$ cat config.mk
export PLATFORM = sky130hd
export DESIGN_NAME = led_sweep_ctrl_flat
export DESIGN_NICKNAME = d
export VERILOG_FILES = /design/src/rtl/led_sweep_ctrl_if.sv /design/src/rtl/led_sweep_ctrl.sv /design/src/flat_wrapper.sv
export SDC_FILE = /design/constraint.sdc
export NUM_CORES = 1
export LEC_CHECK = 0
export CORE_ASPECT_RATIO = 0.5
export CORE_MARGIN = 3
export CORE_UTILIZATION = 55
export DETAILED_ROUTE_END_ITERATION = 8
export PLACE_DENSITY = 0.95
export SLEW_MARGIN = 30
export SYNTH_ARGS = -nofsm -noshare
export SYNTH_HDL_FRONTEND = slang
export SYNTH_SLANG_ARGS = --single-unit
$ cat constraint.sdc
create_clock -name i_clk -period 6.1 [get_ports i_clk]
set_input_delay 0.915 -clock i_clk [delete_from_list [all_inputs] [get_ports i_clk]]
set_output_delay 0.915 -clock i_clk [all_outputs]
set_load 0.05 [all_outputs]
$ cat src/rtl/led_sweep_ctrl_if.sv
// Wishbone (pipelined) link between led_sweep_ctrl and the LED sweep peripheral.
// Member names keep the original port names so existing glue can map one-to-one.
interface led_sweep_ctrl_if;
  logic        o_wb_cyc;
  logic        o_wb_stb;
  logic        o_wb_we;
  logic [15:0] o_wb_addr;
  logic [15:0] o_wb_data;
  logic        i_wb_stall;
  logic        i_wb_ack;
  logic [15:0] i_wb_data;

  modport master (
    output o_wb_cyc, o_wb_stb, o_wb_we, o_wb_addr, o_wb_data,
    input  i_wb_stall, i_wb_ack, i_wb_data
  );

  modport slave (
    input  o_wb_cyc, o_wb_stb, o_wb_we, o_wb_addr, o_wb_data,
    output i_wb_stall, i_wb_ack, i_wb_data
  );
endinterface

$ cat src/rtl/led_sweep_ctrl.sv
// LED sweep sequencer: Wishbone master that starts a sweep with a write, polls
// the peripheral index field until it returns to 0, waits a gap and repeats.
// Optional bus timeout: define LED_SWEEP_CTRL_TIMEOUT_EN.
module led_sweep_ctrl #(
  parameter logic [15:0] LED_ADDR    = 16'h0000,
  parameter int unsigned POLL_GAP    = 4,
  parameter int unsigned TIMEOUT_CYC = 64
) (
  input  logic             i_clk,
  input  logic             i_rst_n,
  input  logic             i_start,
  input  logic [7:0]       i_count,
  input  logic [15:0]      i_gap,
  input  logic             i_abort,
  output logic             o_busy,
  output logic             o_done,
  output logic [7:0]       o_sweeps,
  output logic             o_err,
  led_sweep_ctrl_if.master wb
);

  typedef enum logic [2:0] {
    IDLE  = 3'd0,
    WR    = 3'd1,
    WACK  = 3'd2,
    PWAIT = 3'd3,
    RD    = 3'd4,
    RACK  = 3'd5,
    GAP   = 3'd6
  } state_t;

  state_t      state, state_nxt;
  logic [7:0]  count_q, count_nxt;
  logic [15:0] gap_q, gap_nxt;
  logic [7:0]  poll_cnt, poll_nxt;
  logic [15:0] gap_cnt, gap_cnt_nxt;
  logic [7:0]  sweeps_nxt;
  logic        done_nxt, err_nxt;
  logic        abort_pend, abort_nxt;
  logic        in_bus, in_bus_nxt;
  logic        timed_out;
  logic [3:0]  rd_index;
  logic [7:0]  sweeps_inc;
  logic        unused_rd_bits;

  assign in_bus     = (state == WR) || (state == WACK) || (state == RD) || (state == RACK);
  assign in_bus_nxt = (state_nxt == WR) || (state_nxt == WACK) ||
                      (state_nxt == RD) || (state_nxt == RACK);
  assign rd_index   = wb.i_wb_data[11:8];
  assign unused_rd_bits = ^{wb.i_wb_data[15:12], wb.i_wb_data[7:0]};
  assign sweeps_inc = o_sweeps + 8'd1;

  // Bus signals decode straight from state; stb only exists inside WR/RD, so never without cyc.
  assign o_busy       = (state != IDLE);
  assign wb.o_wb_cyc  = in_bus;
  assign wb.o_wb_stb  = (state == WR) || (state == RD);
  assign wb.o_wb_we   = (state == WR) || (state == WACK);
  assign wb.o_wb_addr = LED_ADDR;
  assign wb.o_wb_data = 16'h0001;

`ifdef LED_SWEEP_CTRL_TIMEOUT_EN
  localparam int unsigned TO_W = $clog2(TIMEOUT_CYC + 1);
  logic [TO_W-1:0] to_cnt;

  assign timed_out = in_bus && (to_cnt == TO_W'(TIMEOUT_CYC));

  // Strobe-to-ack cycle counter; restarts from 0 at every new strobe.
  always_ff @(posedge i_clk or negedge i_rst_n) begin
    if (!i_rst_n) begin
      to_cnt <= '0;
    end else if (in_bus && in_bus_nxt) begin
      to_cnt <= to_cnt + TO_W'(1);
    end else begin
      to_cnt <= '0;
    end
  end
`else
  logic unused_timeout_cfg;

  assign timed_out          = 1'b0;
  assign unused_timeout_cfg = (TIMEOUT_CYC == 0) || in_bus_nxt;
`endif

  // Next-state and datapath decisions.
  // Wait counters exit at 1 (or 0) so PWAIT/GAP last exactly N idle cycles;
  // a zero gap still spends one cycle in GAP so cyc drops between sweeps.
  always_comb begin
    state_nxt   = state;
    count_nxt   = count_q;
    gap_nxt     = gap_q;
    poll_nxt    = poll_cnt;
    gap_cnt_nxt = gap_cnt;
    sweeps_nxt  = o_sweeps;
    done_nxt    = 1'b0;
    err_nxt     = 1'b0;
    abort_nxt   = abort_pend;

    if (in_bus && i_abort) begin
      abort_nxt = 1'b1;
    end

    case (state)
      IDLE: begin
        abort_nxt = 1'b0;
        if (i_start) begin
          count_nxt  = i_count;
          gap_nxt    = i_gap;
          sweeps_nxt = '0;
          if (i_count == 8'd0) begin
            done_nxt = 1'b1;
          end else begin
            state_nxt = WR;
          end
        end
      end
      WR: begin
        if (!wb.i_wb_stall) begin
          state_nxt = WACK;
        end
      end
      WACK: begin
        if (wb.i_wb_ack) begin
          if (abort_pend || i_abort) begin
            state_nxt = IDLE;
          end else begin
            state_nxt = PWAIT;
            poll_nxt  = 8'(POLL_GAP);
          end
        end
      end
      PWAIT: begin
        if (i_abort) begin
          state_nxt = IDLE;
        end else if (poll_cnt <= 8'd1) begin
          state_nxt = RD;
        end else begin
          poll_nxt = poll_cnt - 8'd1;
        end
      end
      RD: begin
        if (!wb.i_wb_stall) begin
          state_nxt = RACK;
        end
      end
      RACK: begin
        if (wb.i_wb_ack) begin
          if (abort_pend || i_abort) begin
            state_nxt = IDLE;
          end else if (rd_index != 4'd0) begin
            state_nxt = PWAIT;
            poll_nxt  = 8'(POLL_GAP);
          end else begin
            sweeps_nxt = sweeps_inc;
            if (sweeps_inc == count_q) begin
              state_nxt = IDLE;
              done_nxt  = 1'b1;
            end else begin
              state_nxt   = GAP;
              gap_cnt_nxt = gap_q;
            end
          end
        end
      end
      GAP: begin
        if (i_abort) begin
          state_nxt = IDLE;
        end else if (gap_cnt <= 16'd1) begin
          state_nxt = WR;
        end else begin
          gap_cnt_nxt = gap_cnt - 16'd1;
        end
      end
      default: state_nxt = IDLE;
    endcase

    if (timed_out) begin
      state_nxt  = IDLE;
      err_nxt    = 1'b1;
      done_nxt   = 1'b0;
      sweeps_nxt = o_sweeps;
      abort_nxt  = 1'b0;
    end
  end

  // State and datapath registers.
  always_ff @(posedge i_clk or negedge i_rst_n) begin
    if (!i_rst_n) begin
      state      <= IDLE;
      count_q    <= '0;
      gap_q      <= '0;
      poll_cnt   <= '0;
      gap_cnt    <= '0;
      o_sweeps   <= '0;
      o_done     <= 1'b0;
      o_err      <= 1'b0;
      abort_pend <= 1'b0;
    end else begin
      state      <= state_nxt;
      count_q    <= count_nxt;
      gap_q      <= gap_nxt;
      poll_cnt   <= poll_nxt;
      gap_cnt    <= gap_cnt_nxt;
      o_sweeps   <= sweeps_nxt;
      o_done     <= done_nxt;
      o_err      <= err_nxt;
      abort_pend <= abort_nxt;
    end
  end

endmodule

$ cat src/flat_wrapper.sv
// flat-port wrapper written by rule: the top's interface ports become plain ports
module led_sweep_ctrl_flat 
#(
  parameter logic [15:0] LED_ADDR    = 16'h0000,
  parameter int unsigned POLL_GAP    = 4,
  parameter int unsigned TIMEOUT_CYC = 64
)
  (i_clk, i_rst_n, i_start, i_count, i_gap, i_abort, o_busy, o_done, o_sweeps, o_err, wb_o_wb_cyc, wb_o_wb_stb, wb_o_wb_we, wb_o_wb_addr, wb_o_wb_data, wb_i_wb_stall, wb_i_wb_ack, wb_i_wb_data);
  led_sweep_ctrl_if wb_i ();
  input  logic i_clk;
  input  logic i_rst_n;
  input  logic i_start;
  input  logic [7:0] i_count;
  input  logic [15:0] i_gap;
  input  logic i_abort;
  output logic o_busy;
  output logic o_done;
  output logic [7:0] o_sweeps;
  output logic o_err;
  output wire logic [$bits(wb_i.o_wb_cyc)-1:0] wb_o_wb_cyc;
  output wire logic [$bits(wb_i.o_wb_stb)-1:0] wb_o_wb_stb;
  output wire logic [$bits(wb_i.o_wb_we)-1:0] wb_o_wb_we;
  output wire logic [$bits(wb_i.o_wb_addr)-1:0] wb_o_wb_addr;
  output wire logic [$bits(wb_i.o_wb_data)-1:0] wb_o_wb_data;
  input wire logic [$bits(wb_i.i_wb_stall)-1:0] wb_i_wb_stall;
  input wire logic [$bits(wb_i.i_wb_ack)-1:0] wb_i_wb_ack;
  input wire logic [$bits(wb_i.i_wb_data)-1:0] wb_i_wb_data;
  assign wb_o_wb_cyc = wb_i.o_wb_cyc;
  assign wb_o_wb_stb = wb_i.o_wb_stb;
  assign wb_o_wb_we = wb_i.o_wb_we;
  assign wb_o_wb_addr = wb_i.o_wb_addr;
  assign wb_o_wb_data = wb_i.o_wb_data;
  assign wb_i.i_wb_stall = wb_i_wb_stall;
  assign wb_i.i_wb_ack = wb_i_wb_ack;
  assign wb_i.i_wb_data = wb_i_wb_data;
  led_sweep_ctrl #(.LED_ADDR(LED_ADDR), .POLL_GAP(POLL_GAP), .TIMEOUT_CYC(TIMEOUT_CYC)) u_core (.i_clk(i_clk), .i_rst_n(i_rst_n), .i_start(i_start), .i_count(i_count), .i_gap(i_gap), .i_abort(i_abort), .o_busy(o_busy), .o_done(o_done), .o_sweeps(o_sweeps), .o_err(o_err), .wb(wb_i));
endmodule
# --- Word-level counts from Yosys, hierarchy flattened ---
# Index checks and enable logic that the tools add are counted.
classes:
  addsub: 3
  n_lt_le_gt_ge: 2
  n_eq_ne: 24
  n_mux: 44
  reduce_logical: 19
op_table:
  columns: ["operator", "n"]
  rows:
  - ["$mux 16", 6]
  - ["$mux 8", 11]
  - ["$mux 3", 13]
  - ["$pmux 16 s2", 1]
  - ["$ne 2x2->1 const B", 15]
  - ["$pmux 8 s3", 1]
  - ["$pmux 3 s7", 1]
  - ["$le 16x1->1 const B", 1]
  - ["$pmux 8 s2", 1]
  - ["$reduce_and 8->1", 2]
  - ["$sub 16x1->16 const B", 1]
  - ["$eq 3x3->1 const B", 3]
  - ["$add 8x1->8 const B", 1]
  - ["$eq 8x8->1", 1]
  - ["$le 8x1->1 const B", 1]
  - ["$logic_not 8->1", 1]
  - ["$mux 1", 8]
  - ["$sub 8x1->8 const B", 1]
  - ["$reduce_and 7->1", 1]
  - ["$eq 3x2->1 const B", 2]
  - ["$ne 3x2->1 const B", 2]
  - ["$reduce_bool 2->1", 3]
  - ["$reduce_bool 3->1", 2]
  - ["$logic_or 1x1->1", 5]
  - ["8 further kinds", 8]
totals:
  reg_bits: 61

# --- Logic depth before layout (Yosys ltp) ---
depth:
  ltp_word: 7
  ltp_mapped: 10

# --- Worst setup path before layout ---
# No wires, ideal clock.
synth_timing:
  path_type: "register to register"
  startpoint: "reg u_core.o_sweeps[3]"
  endpoint: "reg u_core.gap_cnt[14]"
  arrival_ps: 2887
  required_ps: 5972
  path_slack_ps: 3086
  stages_incl_launch_ff: 8
  period_less_slack_ps: 3014
  cell_sequence: "dfrtp_1 > nand3_2 > nor3_2 > mux2_4 > or4_1 > o31a_4 > nor2_8 > mux2_1"
synth_via:
  elab_chain_cells: 4
synth_lines:
  columns: ["element", "line_no", "text"]
  rows:
  - ["from (decl)", "led_sweep_ctrl.sv:17", "output logic [7:0] o_sweeps,"]
  - ["from (signal assigned)", "led_sweep_ctrl.sv:203", "o_sweeps <= sweeps_nxt;"]
  - ["$add 8x1->8", "led_sweep_ctrl.sv:51", "assign sweeps_inc = o_sweeps + 8'd1;"]
  - ["$eq 8x8->1", "led_sweep_ctrl.sv:154", "if (sweeps_inc == count_q) begin"]
  - ["$ne 2x2->1 (no line)", null, null]
  - ["$reduce_and 7->1 (no line)", null, null]
  - ["to (signal assigned)", "led_sweep_ctrl.sv:202", "gap_cnt <= gap_cnt_nxt;"]
  - ["to (decl)", "led_sweep_ctrl.sv:36", "logic [15:0] gap_cnt, gap_cnt_nxt;"]
# No other way between the ends.
# A chain may end at the register's enable or synchronous reset.

# --- Final worst setup path ---
layout_timing:
  startpoint: "reg u_core.state[2]"
  endpoint: "out wb_o_wb_cyc"
layout_via:
  elab_chain_cells: 4
layout_lines:
  columns: ["element", "line_no", "text"]
  rows:
  - ["from (decl)", "led_sweep_ctrl.sv:32", "state_t state, state_nxt;"]
  - ["from (signal assigned)", "led_sweep_ctrl.sv:198", "state <= state_nxt;"]
  - ["$eq 3x1->1 / $eq 3x2->1 (equally long branches)", "led_sweep_ctrl.sv:46", "assign in_bus = (state == WR) || (state == WACK) || (state == RD) || (state == RACK);"]
  - ["$logic_or 1x1->1 (2 in a row)", "led_sweep_ctrl.sv:46", null]
  - ["$logic_or 1x1->1 (*)", "led_sweep_ctrl.sv:46", null]
  - ["to (decl)", "flat_wrapper.sv:20", "output wire logic [$bits(wb_i.o_wb_cyc)-1:0] wb_o_wb_cyc;"]
# Mark *: on every way between the ends. The rest lies on a longest branch, timed or not.

==> metrics <==
standard-cell row count=21; Worst path depth=3; largest net degree at the start of global routing=62; io pins=92; gr ovfl total=0; RSZ-0062 raised after global routing=no; # port buffers=46; setup tns final=0 ps; Area Growth Syn to Fin=16.68%; Vias/cell=6.161; CP Launch Type=register; most used routing layer=met2; Fmax achieved=315.8 MHz; Mean Syn Cell Area=8.354 sq um; die footprint=8348 sq um; share of cells above drive strength 1=8.350%; combinational power share=39.2%; Mapped Area=3976 sq um; clock-pin slew on the worst setup and hold paths=50 ps; Hold Path Class=reg -> reg; Int Pwr=1.197 mW; Worst-Skew Late Latency=340 ps; met1 Usage GRT=31.47%; slowest CP cell=clkdlybuf4s50_1; diode count=0; max-slew violation count=0; CP peak stage delay=730 ps; ANT nets after route=0; critical path peak fanout=14; via count of the first global-routing pass=3577; Num CTS Buffers=9; Detailed Routing Iterations Pass 1=5; sw frac=42.63%; max-cap violations=0; setup bufs post-CTS=0; fin crit share=51.91%; post-CTS sizing=0; CTS HTree Levels=3; synth top area cells=dfrtp_1 38%, nand2_1 8.9%, buf_4 6.2%; final core utilization=67.91%; clk sinks=61; Cell variety after synth=65; Root Driver=clkbuf_16; width of the die=126.2 um; critical path's top delay family=buffers and inverters; R2R cell count=8; cells after synthesis=476; hpwl dp=6573 um; Initial Util=58.21%; hold path depth=2; pwr dens=449.9 nW/um^2; layout net count=563; initial antenna violation count=0; met2 Use GR=41.60%; Yosys reg bits=61; Max VDD drop=0.0002829 V; area leader, netlist=dfrtp_1; routability congestion estimate=0.8692; CP bufs+invs=1; type of the worst setup path=reg -> out; Leak=1.955 nW; first-pass GRT wire length=16860 um; synth warn=0; most common cell after layout, fill and taps aside=nand2_1; Chip Height=66.13 um; worst-path cell chain=nor3_1, nor2_1, clkdlybuf4s50_1; most frequent cells in the layout=94 x nand2_1, 61 x dfrtp_1, 45 x clkdlybuf4s50_1; final setup fails=0; Final min period=3166 ps; vias=3740; Initial DRC Count=457; Worst-Margin Slew=947.2 ps; met3 Resource Use GR=7.581%; DR WL/cell=16.83 um; CTS tree=yes; worst clock skew=10.56 ps; type of destination of the critical path=primary output; critical path data required time=5180 ps; Post-synth EDFFs=0; Synth top area share=38.39%; FFs w/ async S/R, synth=100.0%; Hold-fix buffers, CTS=0; Max-slew headroom=36.70%; overall power=2.087 mW; register share of total power=36.9%; Fill cells=508; Global Route Usage Sum=25.51%; final hold vios=0; Top FF cell, synth=dfrtp_1; Clk pwr share=23.9%; Post-Route WL=10220 um; sw power=0.8898 mW; fraction of the yosys area taken by sequential cells=38.39%; Core Region=6832 sq um; CTS max path bufs=2; Data arrival, critical path=2250 ps; status=completed; DRC violations left=0
[per-layer routing]
layer / wire length (um) / vias to the layer above
met2: 4825 / 238
met3: 1061 / 37
met4: 314 / 0
met5: 0 / -
li1: - / 1681
met1: 4014 / 1784
[Yosys cell counts, drive strengths merged, types with 2 or more instances]
master	number
nand2	95
dfrtp	61
buf	40
nor2	33
o21ai	33
nor3	25
nand3	23
a21oi	17
clkbuf	14
inv	13
nor4	9
or3	9
xnor2	9
a31oi	8
xor2	8
a221oi	7
nand2b	6
o211ai	6
ha	5
nor2b	5
and3	4
a311oi	3
and2	3
mux2i	3
or4	3
a21o	2
a31o	2
conb	2
mux2	2
nand3b	2
nand4	2
nor4b	2
o221ai	2
o311ai	2
o31ai	2
[worst paths after layout]
| kind | end | start | slack, ps |
|---|---|---|---|
| max in group asynchronous | u_core.o_sweeps[4]$_DFFE_PN0P_ | i_rst_n | 4840 |
| min | u_core.gap_q[5]$_DFFE_PN0P_ | u_core.gap_q[5]$_DFFE_PN0P_ | 480 |
| min in group asynchronous | u_core.gap_cnt[0]$_DFFE_PN0P_ | i_rst_n | 740 |
| min reg2reg | u_core.gap_q[5]$_DFFE_PN0P_ | u_core.gap_q[5]$_DFFE_PN0P_ | 480 |
| max reg2reg | u_core.gap_cnt[10]$_DFFE_PN0P_ | u_core.o_sweeps[0]$_DFFE_PN0P_ | 2990 |
| max | wb_o_wb_cyc | u_core.state[2]$_DFFE_PN0P_ | 2930 |
[state kept, by name (all words and copies together) (netlist names)]
register / cells
u_core.o_sweeps: 8
u_core.abort_pend: 1
u_core.state: 3
u_core.gap_cnt: 16
u_core.o_done: 1
u_core.count_q: 8
u_core.poll_cnt: 8
u_core.gap_q: 16
[through the flow]
stage	instance area [sq um]	instances	hold WS [ps]	worst slack, ps
after floorplan	4093	507	437.4	3086
after global placement	4339	593	453.4	2492
after detailed placement	4350	593	469.3	2783
after CTS	4632	607	480.2	2941
after global routing	4639	607	507.7	2785
final	4639	607	481.1	2934
[area by class of cell]
type	instances	area [sq um]	area share, %
Clock buffer	12	246.5	5.313
Tap cell	92	115.1	2.481
Multi-Input combinational cell	379	2197	47.36
Clock inverter	2	35.03	0.7551
Timing Repair Buffer	48	470.5	10.14
Inverter	13	48.80	1.052
Sequential cell	61	1526	32.90
[worst reg2reg max path, delay by kind of cell (launching register included)]
| kind | cells | cell delay [ps] |
|---|---|---|
| adder cells (fa/ha/maj) | 1 | 330 |
| flip-flops | 1 | 520 |
| AO/OA/AOI/OAI | 3 | 1040 |
| AND/OR/NAND/NOR | 3 | 920 |
| XOR/XNOR | 1 | 230 |
[power by group through the flow]
stage / logic, mW / clock network, mW / registers (mW)
2_1_floorplan: 0.657 / 0 / 0.692
3_3_place_gp: 0.759 / 0 / 0.748
3_5_place_dp: 0.793 / 0 / 0.757
4_1_cts: 0.810 / 0.502 / 0.759
5_1_grt: 0.901 / 0.521 / 0.791
6_report: 0.818 / 0.499 / 0.770
[kinds of logic (layout without fill, tap and decap cells)]
group                      Yosys count  in the layout  synth area share [%]
xor gates and xnor gates            17             17                 3.745
adders and majority gates            5              5                 1.573
DFF                                 61             61                 38.39
AOI/OAI and AO/OA                   95             95                 16.71
other                                2             33                0.1889
and+or+nand+nor                    224            224                 28.07
buffers and inverters               67             75                 9.912
muxes                                5              5                 1.416
(Power assumes the default switching activity.)
